$ cat src/rtl/seq_ctrl_pkg.sv
// Shared constants for the sequence-detector run controller.
package seq_ctrl_pkg;

    localparam int PW_DEF    = 16;
    localparam int CNT_W_DEF = 5;

    // Detector mode encoding, as seen on the detector's M input
    localparam logic MODE_MEALY = 1'b1;
    localparam logic MODE_MOORE = 1'b0;

    // Controller state encoding
    localparam logic [2:0] ST_IDLE      = 3'd0;
    localparam logic [2:0] ST_CLR       = 3'd1;
    localparam logic [2:0] ST_WAIT_TICK = 3'd2;
    localparam logic [2:0] ST_STEP      = 3'd3;
    localparam logic [2:0] ST_CHECK     = 3'd4;
    localparam logic [2:0] ST_DONE      = 3'd5;

    typedef enum logic [2:0] {
        S_IDLE      = ST_IDLE,
        S_CLR       = ST_CLR,
        S_WAIT_TICK = ST_WAIT_TICK,
        S_STEP      = ST_STEP,
        S_CHECK     = ST_CHECK,
        S_DONE      = ST_DONE
    } state_t;

endpackage

$ cat src/rtl/seq_stream_ctrl.sv
// Run controller for the 101101 detector: feeds a captured pattern MSB-first,
// one bit per accepted tick, and tallies the detector's Z hits.
module seq_stream_ctrl
    import seq_ctrl_pkg::*;
#(
    parameter int PW    = PW_DEF,
    parameter int CNT_W = CNT_W_DEF
) (
    input  logic             clk,
    input  logic             reset,
    input  logic             tick,
    input  logic             start,
    input  logic             abort,
    input  logic [PW-1:0]    pattern,
    input  logic [CNT_W-1:0] len,
    input  logic             mode_in,
    input  logic             z_in,
    output logic             x_out,
    output logic             m_out,
    output logic             step_en,
    output logic             det_reset,
    output logic             busy,
    output logic             done,
    output logic [CNT_W-1:0] hit_count,
    output logic [CNT_W-1:0] first_hit_idx,
    output logic             hit_valid
);

    localparam logic [CNT_W-1:0] ONE    = CNT_W'(1);
    localparam logic [CNT_W-1:0] LEN_MAX = CNT_W'(PW);

    state_t           state;
    logic [PW-1:0]    pat_r;
    logic [CNT_W-1:0] len_r;
    logic [CNT_W-1:0] ptr;      // index into pat_r of the bit currently on x_out

    logic [CNT_W-1:0] len_clamped;
    logic [CNT_W-1:0] ptr_dec;
    logic [CNT_W-1:0] feed_idx;
    logic             first_bit;
    logic             next_bit;
    logic             sample;
    logic             hit;

    // PW:1 mux selecting one pattern bit by pointer value
    function automatic logic bit_at(input logic [PW-1:0] p, input logic [CNT_W-1:0] idx);
        logic b;
        b = 1'b0;
        for (int i = 0; i < PW; i++) begin
            if (idx == CNT_W'(i)) b = p[i];
        end
        return b;
    endfunction

    // Bit selection, feed index and Z sampling window
    always_comb begin
        len_clamped = (len > LEN_MAX) ? LEN_MAX : len;
        ptr_dec     = ptr - ONE;
        feed_idx    = len_r - ptr - ONE;
        first_bit   = bit_at(pat_r, len_r - ONE);
        next_bit    = bit_at(pat_r, ptr_dec);
        // Mealy Z is valid while the step enable is high; Moore Z only after the step lands
        sample      = ((state == S_STEP)  && (m_out == MODE_MEALY)) ||
                      ((state == S_CHECK) && (m_out == MODE_MOORE));
        hit         = sample && z_in;
    end

    // Run FSM with registered outputs
    always_ff @(posedge clk) begin
        if (reset) begin
            state         <= S_IDLE;
            pat_r         <= '0;
            len_r         <= '0;
            ptr           <= '0;
            x_out         <= 1'b0;
            m_out         <= 1'b0;
            step_en       <= 1'b0;
            det_reset     <= 1'b0;
            busy          <= 1'b0;
            done          <= 1'b0;
            hit_count     <= '0;
            first_hit_idx <= '0;
            hit_valid     <= 1'b0;
        end else begin
            step_en   <= 1'b0;
            det_reset <= 1'b0;
            done      <= 1'b0;

            if (abort && (state != S_IDLE)) begin
                // Abandon the run: clear the detector, keep hit results, no done pulse
                state     <= S_IDLE;
                det_reset <= 1'b1;
                busy      <= 1'b0;
                x_out     <= 1'b0;
            end else begin
                case (state)
                    S_IDLE: begin
                        if (start && !abort) begin
                            pat_r         <= pattern;
                            len_r         <= len_clamped;
                            m_out         <= mode_in;
                            hit_count     <= '0;
                            first_hit_idx <= '0;
                            hit_valid     <= 1'b0;
                            det_reset     <= 1'b1;
                            busy          <= 1'b1;
                            state         <= S_CLR;
                        end
                    end
                    S_CLR: begin
                        ptr <= len_r - ONE;
                        if (len_r == '0) begin
                            done  <= 1'b1;
                            state <= S_DONE;
                        end else begin
                            x_out <= first_bit;
                            state <= S_WAIT_TICK;
                        end
                    end
                    S_WAIT_TICK: begin
                        if (tick) begin
                            step_en <= 1'b1;
                            state   <= S_STEP;
                        end
                    end
                    S_STEP: begin
                        state <= S_CHECK;
                    end
                    S_CHECK: begin
                        if (ptr == '0) begin
                            done  <= 1'b1;
                            state <= S_DONE;
                        end else begin
                            ptr   <= ptr_dec;
                            x_out <= next_bit;
                            state <= S_WAIT_TICK;
                        end
                    end
                    S_DONE: begin
                        busy  <= 1'b0;
                        x_out <= 1'b0;
                        state <= S_IDLE;
                    end
                    default: begin
                        busy  <= 1'b0;
                        x_out <= 1'b0;
                        state <= S_IDLE;
                    end
                endcase

                // hit can only be set in STEP/CHECK, so this never collides with the IDLE clear
                if (hit) begin
                    hit_count <= hit_count + ONE;
                    if (!hit_valid) begin
                        first_hit_idx <= feed_idx;
                        hit_valid     <= 1'b1;
                    end
                end
            end
        end
    end

endmodule

$ cat config.mk
export PLATFORM = sky130hd
export DESIGN_NAME = seq_stream_ctrl
export DESIGN_NICKNAME = d
export VERILOG_FILES = /design/src/rtl/seq_ctrl_pkg.sv /design/src/rtl/seq_stream_ctrl.sv
export SDC_FILE = /design/constraint.sdc
export NUM_CORES = 1
export LEC_CHECK = 0
export CAP_MARGIN = 0
export CORE_ASPECT_RATIO = 1.4
export CORE_UTILIZATION = 50
export CTS_CLUSTER_SIZE = 20
export DETAILED_ROUTE_END_ITERATION = 6
export GPL_TIMING_DRIVEN = 1
export PLACE_DENSITY = 0.73
export SYNTH_ARGS = -nofsm -noshare
export SYNTH_HDL_FRONTEND = slang
export SYNTH_SLANG_ARGS = --single-unit
$ cat constraint.sdc
create_clock -name clk -period 2.7 [get_ports clk]
set_input_delay 0.54 -clock clk [delete_from_list [all_inputs] [get_ports clk]]
set_output_delay 0.54 -clock clk [all_outputs]
set_load 0.005 [all_outputs]
==> reports/metrics.csv <==
metric,value,unit
status,finished clean,
io_pins,45,
rsz0062_at_grt,false,
holdWs,0.4684,ns
drt_iter0_markers,121,
syn_area_per_cell,8.369,sq um
pwr_density_cell,464.7,nW/um^2
wl,6.160,mm
ys_seq_elements,46,
fin_crit_sh,91.07,%
fmax,406.7,MHz
path_buf_inv,1,
cts.repair.resized,0,
grt_pass1_vias,2250,
cts_root_buf,clkbuf_8,
instances_no_fill,420,
relSlewSlack,38.89,%
crit_fanout,7,
grt_use_total,23.57,%
drc_errors,0,
setup_viol,0,
slowest_stage,a2111oi_0,
drv_slew,0,
synthesis.nets,362,
dp_slack,0.2553,ns
critPathKind,reg -> reg,
global_route.overflow_total,0,
area_growth,20.17,%
grt_pass1_wl,10.41,mm
routedWlPerCell,14.67,microns
clkTransAtPathRegs,0.08,ns
fp.dieW,63.66,microns
async_flop_share,0,%
synth_area_leader_cell,dfxtp_1,
num_antenna_cells,0,
max_stage_delay,0.78,ns
die_h,88.33,microns
vdd_drop_max,295.2,uV
r2r_end,x_out$_SDFFE_PP0P_,
syn-cell-area,2661,sq um
ys_warn_count,0,
setup_ws,0.2411,ns
arrival,2.68,ns
fin_crit,2.459,ns
yosysSeqAreaShare,34.60,%
tightest_slew,0.8936,ns
hp-class,reg -> reg,
synth_area_leaders,"dfxtp_1, nand2_1, a21oi_1",
fin_nets,398,
cts_max_level,2,
rows,31,
critPathLaunchType,flop,
hold_viol,0,
multiInputGateArea,1589,sq um
hpwl,4.445,mm
worstSetupEndpoint,x_out$_SDFFE_PP0P_,
vias,2322,
initial_core_util,51.59,%
place_inst,413,
r2r_cells,7,
synth_top_area_share,34.60,%
grt_max_degree,43,
clk_latency,0.29,ns
final_cell_mix,"nand2_1, dfxtp_1, clkdlybuf4s50_1",
synth_edf_count,0,
cts.sinks,46,
synthCells,318,
cts_tree,done,
postCtsHoldBufs,0,
crit_chain,"inv_1, ha_1, nor2b_1, a221oi_1, a2111oi_0, nor4_1, o211ai_1",
final.setup_skew,0.004669,ns
cp_top_family,compound AO/OA/AOI/OAI gates,
leakage,1.120,nW
r2r_setup_slack,0.24,ns
dieArea,5623,sq um
cts_setup_buffers,0,
drive_gt1_share,5.932,%
finalSetupTns,0,ns
r2r-start,len_r[0]$_SDFFE_PP0P_,
final_common_cell,nand2_1,
critPathRequiredTime,2.92,ns
crit_path_start,len_r[0]$_SDFFE_PP0P_,
clockBufferDepth,2,
yosys.cell_types.count,52,
fill_cells,477,
ys.flop_type,dfxtp_1,
critPathCaptureType,flop,
seqCellArea,920.9,sq um
core_area,5159,sq um
cts_buffers,5,
antenna_found_initial,0,
vias_per_cell,5.529,
firstDrtPassIters,4,
maxCapViolations,0,
final_util,61.99,%
cp.depth,7,
place.gp.congestion,0.9312,
ant_nets,0,
port_buffers,44,
[worst min-delay path by stage]
| stage | start | to | slack [ns] | cells past startpoint |
|---|---|---|---|---|
| 2_1_floorplan | pat_r[12]$_SDFFE_PP0P_ | pat_r[12]$_SDFFE_PP0P_ | 0.44 | 2 |
| 3_3_place_gp | first_hit_idx[2]$_SDFFE_PP0N_ | first_hit_idx[2]$_SDFFE_PP0N_ | 0.45 | 2 |
| 3_5_place_dp | first_hit_idx[3]$_SDFFE_PP0N_ | first_hit_idx[3]$_SDFFE_PP0N_ | 0.46 | 2 |
| 4_1_cts | first_hit_idx[3]$_SDFFE_PP0N_ | first_hit_idx[3]$_SDFFE_PP0N_ | 0.47 | 2 |
| 5_1_grt | first_hit_idx[3]$_SDFFE_PP0N_ | first_hit_idx[3]$_SDFFE_PP0N_ | 0.50 | 2 |
| 6_report | first_hit_idx[3]$_SDFFE_PP0N_ | first_hit_idx[3]$_SDFFE_PP0N_ | 0.47 | 2 |
[synth_stat cells (all sizes together), types with 2 or more instances]
| cell | count |
|---|---|
| nand2 | 57 |
| dfxtp | 46 |
| a21oi | 42 |
| ha | 15 |
| buf | 12 |
| nand3 | 12 |
| nor2 | 12 |
| o21ai | 11 |
| inv | 10 |
| xor2 | 8 |
| nor2b | 7 |
| a221oi | 6 |
| nand2b | 6 |
| nand3b | 6 |
| nor3 | 6 |
| clkbuf | 5 |
| nor4b | 5 |
| xnor2 | 5 |
| or2 | 4 |
| a2111oi | 3 |
| a21o | 3 |
| and3b | 3 |
| mux2 | 3 |
| nor3b | 3 |
| nor4 | 3 |
| o211ai | 3 |
| o21a | 3 |
| a32oi | 2 |
| mux2i | 2 |
| nand4 | 2 |
| o2111ai | 2 |
| o221ai | 2 |
[per-layer routing]
metal  share of wire [%]  GRT usage [%]  routed length (microns)  up-vias
met1                  43          26.82                     2679     1061
li1                    -              -                        -     1197
met2                  52          44.20                     3205       53
met3                 2.5          3.222                      156       11
met4                 1.9          9.091                      118        0
met5                   0              0                        0        -
[power breakdown]
group	internal, mW	total (mW)	switching, mW
Sequential	0.700	0.726	0.0256
Clock	0.296	0.519	0.223
Combinational	0.115	0.241	0.126
Total	1.11	1.49	0.374
[flip-flops by register name (all words and copies together), names as in the netlist]
| signal | count |
|---|---|
| hit_valid | 1 |
| det_reset | 1 |
| m_out | 1 |
| len_r | 5 |
| x_out | 1 |
| state | 3 |
| hit_count | 5 |
| ptr | 5 |
| pat_r | 16 |
| first_hit_idx | 5 |
| busy | 1 |
| done | 1 |
| step_en | 1 |
[cell type report]
type | count | area share (%)
clock buffers | 6 | 2.582
clock inverters | 1 | 0.9390
inverters | 10 | 1.174
multi-input cells | 245 | 49.69
flip-flops and latches | 46 | 28.79
well taps | 66 | 2.582
repair buffers | 46 | 14.24
[kinds of logic after synthesis]
| logic type | count (synthesis) | synth area share [%] |
|---|---|---|
| AOI/OAI and AO/OA | 83 | 19.98 |
| and+or+nand+nor | 128 | 25.34 |
| xor gates and xnor gates | 13 | 4.561 |
| muxes | 5 | 2.022 |
| DFF | 46 | 34.60 |
| buffers and inverters | 27 | 5.689 |
| adders and majority gates | 16 | 7.804 |
[stage by stage]
step                power (mW)  instance area, sq um
global placement        0.9794                  3085
detailed placement      0.9819                  3085
CTS                      1.503                  3198
global route             1.556                  3198
finish                   1.486                  3198
floorplan               0.9020                  2661
[worst register-to-register path: stages, from the launching register on]
cell and delay, ns:
dfxtp_1 0.45, inv_1 0.16, ha_1 0.32, nor2b_1 0.22
a221oi_1 0.10, a2111oi_0 0.78, nor4_1 0.15, o211ai_1 0.21
Note: power is estimated with default switching activity, not from simulation.
==> RTL edit 1 (same settings) <==
Reset style: asynchronous (`reset`), changed in one clocked block.
--- a/src/rtl/seq_stream_ctrl.sv
+++ b/src/rtl/seq_stream_ctrl.sv
@@ -66,7 +66,7 @@
     end
 
     // Run FSM with registered outputs
-    always_ff @(posedge clk) begin
+    always_ff @(posedge clk or posedge reset) begin
         if (reset) begin
             state         <= S_IDLE;
             pat_r         <= '0;
Behaviour: differs if reset is asserted again (counterexample within 4 cycles, from zero or initial values and one cycle with reset high); with reset held inactive, the same outputs for 10 cycles.
==> RTL edit 1 against the original RTL <==
Sequential cell count did not move; clock skew rose by 0.0050 ns; via count fell by 0.90%; non-clock buffer count rose by 5; worst setup slack improved by 0.055 ns; routed wire length fell by 0.84%; first-iteration DRC count rose by 27%; synthesized area rose by 3.7%; final area rose by 4.6%; fmax rose by 2.3%; worst hold slack improved by 0.028 ns.
Power is not compared: it rests on default switching activity, and its combinational part moved more than twofold at a synthesized area within 25%.
==> RTL edit 1: results (changes against the original RTL) <==
- Status: finished clean
- Slew @ Worst Pin: 0.596 ns (-0.297 ns)
- CTS Buf Count: 5 (unchanged)
- RePlAce Congestion: 0.863 (-7.3%)
- Crit Path Max Fanout: 6 (-1)
- Starting DRC count in detailed routing: 154 (+27%)
- Post-Syn Nets: 356 (-1.7%)
- Crit-path slowest cell: dfrtp_1
- DR pass1 iterations: 5 (+1)
- Ys async rst share: 1.00 (+1.00)
- Vias in the first global route: 2213 (-1.6%)
- Reg with most FFs: pat_r
- Largest net degree at the start of global routing: 26 (-40%)
- Via Count: 2301 (-0.90%)
- Final #Nets: 400 (+0.50%)
- WL final: 6.11 mm (-0.84%)
- Post-Place Worst Slack: 0.247 ns (-0.00812 ns)
- I/O Buffers: 44 (unchanged)
- Synth cell count leaders: nand2_1 (85), dfrtp_1 (46), nor2_1 (19)
- Combinational gate power: 2.00 mW
- First-pass GRT wire length: 10.5 mm (+1.2%)
- Worst path max stage delay: 0.41 ns (-0.37 ns)
- DR vias/cell: 5.45 (-1.4%)
- Clock skew: 0.00966 ns (+0.00499 ns)
- Fillers: 484 (+1.5%)
- YS warnings: 0 (unchanged)
- Unique cell type count in the Yosys netlist: 54 (+3.8%)
- Clk. pwr: 0.393 mW
- Data arrival time of the worst path: 2.58 ns (-0.10 ns)
- Layout cells sized above 1: 0.0618 (+0.00248)
- Total track usage: 0.235 (-0.000757)
- Largest cells by area after synthesis: dfrtp_1 (42%), nand2_1 (12%), ha_1 (6.8%)
- R2R cell count: 8 (+1)
- Dpl hpwl: 4.66 mm (+4.9%)
- CTS root buffer: clkbuf_8
- Synth Flop Type: dfrtp_1
- Multi-input gate area: 1500 µm² (-5.7%)
- Postcts setup bufs: 0 (unchanged)
- H-tree Lvls: 2 (unchanged)
- Placed Cells: 415 (+0.48%)
- Clk pwr share: 0.108
- Post-placement cell area: 3260 µm² (+5.8%)
- Internal power: 2.05 mW
- Synthesized area per cell: 8.84 µm² (+5.7%)
- Sequential share of the synthesized area: 0.417 (+0.0712)
## RTL edit 1: changes by cell type after synthesis, sizes merged, moves of 4 or more
cell    delta
or2        -4
dfrtp     +46
dfxtp     -46
o21ai     +10
buf        -8
a221oi     -5
nand2b     -4
a21oi     -29
and3       +4
nor2       +7
nand2     +28
clkbuf     +5
nor4b      -4
## RTL edit 1: final timing paths
path,start,to,slack [ns]
worst max-delay path,ptr[1]$_DFFE_PP0P_,x_out$_DFFE_PP0P_,0.30
worst min-delay path,pat_r[0]$_DFFE_PP0P_,pat_r[0]$_DFFE_PP0P_,0.50
worst max register to register,ptr[1]$_DFFE_PP0P_,x_out$_DFFE_PP0P_,0.30
worst min register to register,pat_r[0]$_DFFE_PP0P_,pat_r[0]$_DFFE_PP0P_,0.50
max in group asynchronous,reset,busy$_DFFE_PP0P_,1.57
min in group asynchronous,reset,ptr[2]$_DFFE_PP0P_,0.54
## RTL edit 1: metal layers
layer	wire (µm)	track usage	part of all wire	vias to the layer above
met5	0	0	0	-
li1	-	-	-	1152
met3	162	0.0381	0.027	19
met4	220	0.106	0.036	0
met2	3120	0.394	0.51	57
met1	2610	0.289	0.43	1073
## RTL edit 1: kinds of logic (layout without fill, tap and decap cells)
group,count (synthesis),after routing,synth area share
AO/OA/AOI/OAI,59,59,0.142
XOR/XNOR,13,13,0.0467
adder cells (fa/ha/maj),16,16,0.0753
buffers and inverters,26,70,0.0417
flip-flops,46,46,0.417
multiplexers,9,9,0.0454
AND/OR/NAND/NOR,143,143,0.231
## RTL edit 1: area by class of cell
class,count,share of cell area
Inverter,12,0.0135
Sequential cell,46,0.344
Timing Repair Buffer,51,0.147
Clock buffer,7,0.0228
Multi-Input combinational cell,240,0.448
Tap cell,66,0.0247
==> RTL edit 2 (config.mk and constraints unchanged) <==
Without the edit above. Change the package constant `PW_DEF` from 16 to 8.
--- a/src/rtl/seq_ctrl_pkg.sv
+++ b/src/rtl/seq_ctrl_pkg.sv
@@ -1,7 +1,7 @@
 // Shared constants for the sequence-detector run controller.
 package seq_ctrl_pkg;
 
-    localparam int PW_DEF    = 16;
+    localparam int PW_DEF    = 8;
     localparam int CNT_W_DEF = 5;
 
     // Detector mode encoding, as seen on the detector's M input
Ports: changed (resized pattern); port bits go from 45 to 37. The function was not compared with the original's and may differ.
==> RTL edit 2 against the original RTL <==
The run now ends with design-rule violations left; final area fell by 18%; sequential cell count fell by 8; routed wire length fell by 26%; total power fell by 20%; worst setup slack improved by 0.31 ns; synthesized area fell by 19%; die area fell by 18%; worst hold slack improved by 0.0036 ns; critical endpoint is now ptr[2]$_SDFFE_PP0P_; largest cell class unchanged.
==> RTL edit 2: results (changes against the original RTL) <==
- Pleak: 1.01 nW (-9.8%)
- Routed met1 length: 2.05 mm (-24%)
- Unique cell type count in the Yosys netlist: 50 (-3.8%)
- First-pass GRT wire length: 7.67 mm (-26%)
- DRC violations left: 2 (+2)
- Synthesized area per cell: 8.30 µm² (-0.81%)
- WL final: 4.58 mm (-26%)
- WL/cell: 13.5 µm (-7.9%)
- Met1 GRT Util: 0.261 (-0.00759)
- GR Util met3: 0.0438 (+0.0115)
- XOR/XNOR Fraction of Synth Area: 0.0562 (+0.0106)
- Relative slew slack: 0.645 (+0.257)
- Multiplexer share of the synthesized area: 0.0458 (+0.0256)
- Internal power: 0.876 mW (-21%)
- Post-Place Worst Slack: 0.525 ns (+0.270 ns)
- Placed Cells: 331 (-20%)
- Dpl hpwl: 3.40 mm (-24%)
- Total track usage: 0.216 (-0.0194)
- Met2 wire len: 2.33 mm (-27%)
- Status: finished, violations left
- Worst path max stage delay: 0.43 ns (-0.35 ns)
- I/O Buffers: 36 (-18%)
- Synth Area in Compound Gates: 0.166 (-0.0340)
- Post-Syn Nets: 296 (-18%)
- Fraction of the mapped netlist area in adder cells: 0.101 (+0.0228)
- M2 GR Usage: 0.371 (-0.0710)
- Largest cells by area after synthesis: dfxtp_1 (35%), ha_1 (8.7%), a21oi_1 (7.4%)
- Layout cells sized above 1: 0.0676 (+0.00825)
- Post-placement cell area: 2540 µm² (-18%)
- Peak supply drop: 328 µV (+11%)
- CP top delay family: simple AND/OR/NAND/NOR gates
- Failing checks: design-rule violations
## RTL edit 2: changes by cell type after synthesis, moves of 4 or more
cell / unedited run / this run
a21oi_1: 40 / 32
a221oi_1: 5 / 0
buf_6: 6 / 1
dfxtp_1: 46 / 38
nand2_1: 57 / 33
nand2b_1: 6 / 2
nand3b_1: 6 / 2
nor2_1: 12 / 26
nor2b_1: 7 / 2
## RTL edit 2: layout make-up
type | count | area, µm² | area share
clock inverter | 2 | 12.5 | 0.00474
timing repair buffer | 40 | 390 | 0.148
inverter | 13 | 48.8 | 0.0185
multi-input combinational | 197 | 1290 | 0.489
sequential | 38 | 761 | 0.288
tap | 43 | 53.8 | 0.0204
clock buffer | 6 | 82.6 | 0.0313
## RTL edit 2: tightest hold or removal path: stages (launching register included)
cell and delay, ns:
dfxtp_1 0.32, nand2_1 0.05, a21oi_1 0.05
## RTL edit 2: power by group through the flow
stage                     clock network [mW]  registers (mW)  logic, mW
after floorplan                            0           0.603      0.123
final                                  0.409           0.598      0.183
after global placement                     0           0.610      0.181
after detailed placement                   0           0.611      0.182
after global routing                   0.443           0.601      0.203
after CTS                              0.417           0.597      0.184
## RTL edit 2: final timing paths
kind	slack [ns]	startpoint	endpoint
setup / recovery	0.55	ptr[0]$_SDFFE_PP0P_	ptr[2]$_SDFFE_PP0P_
hold / removal	0.47	pat_r[4]$_SDFFE_PP0P_	pat_r[4]$_SDFFE_PP0P_
hold reg to reg	0.47	pat_r[4]$_SDFFE_PP0P_	pat_r[4]$_SDFFE_PP0P_
setup reg to reg	0.55	ptr[0]$_SDFFE_PP0P_	ptr[2]$_SDFFE_PP0P_
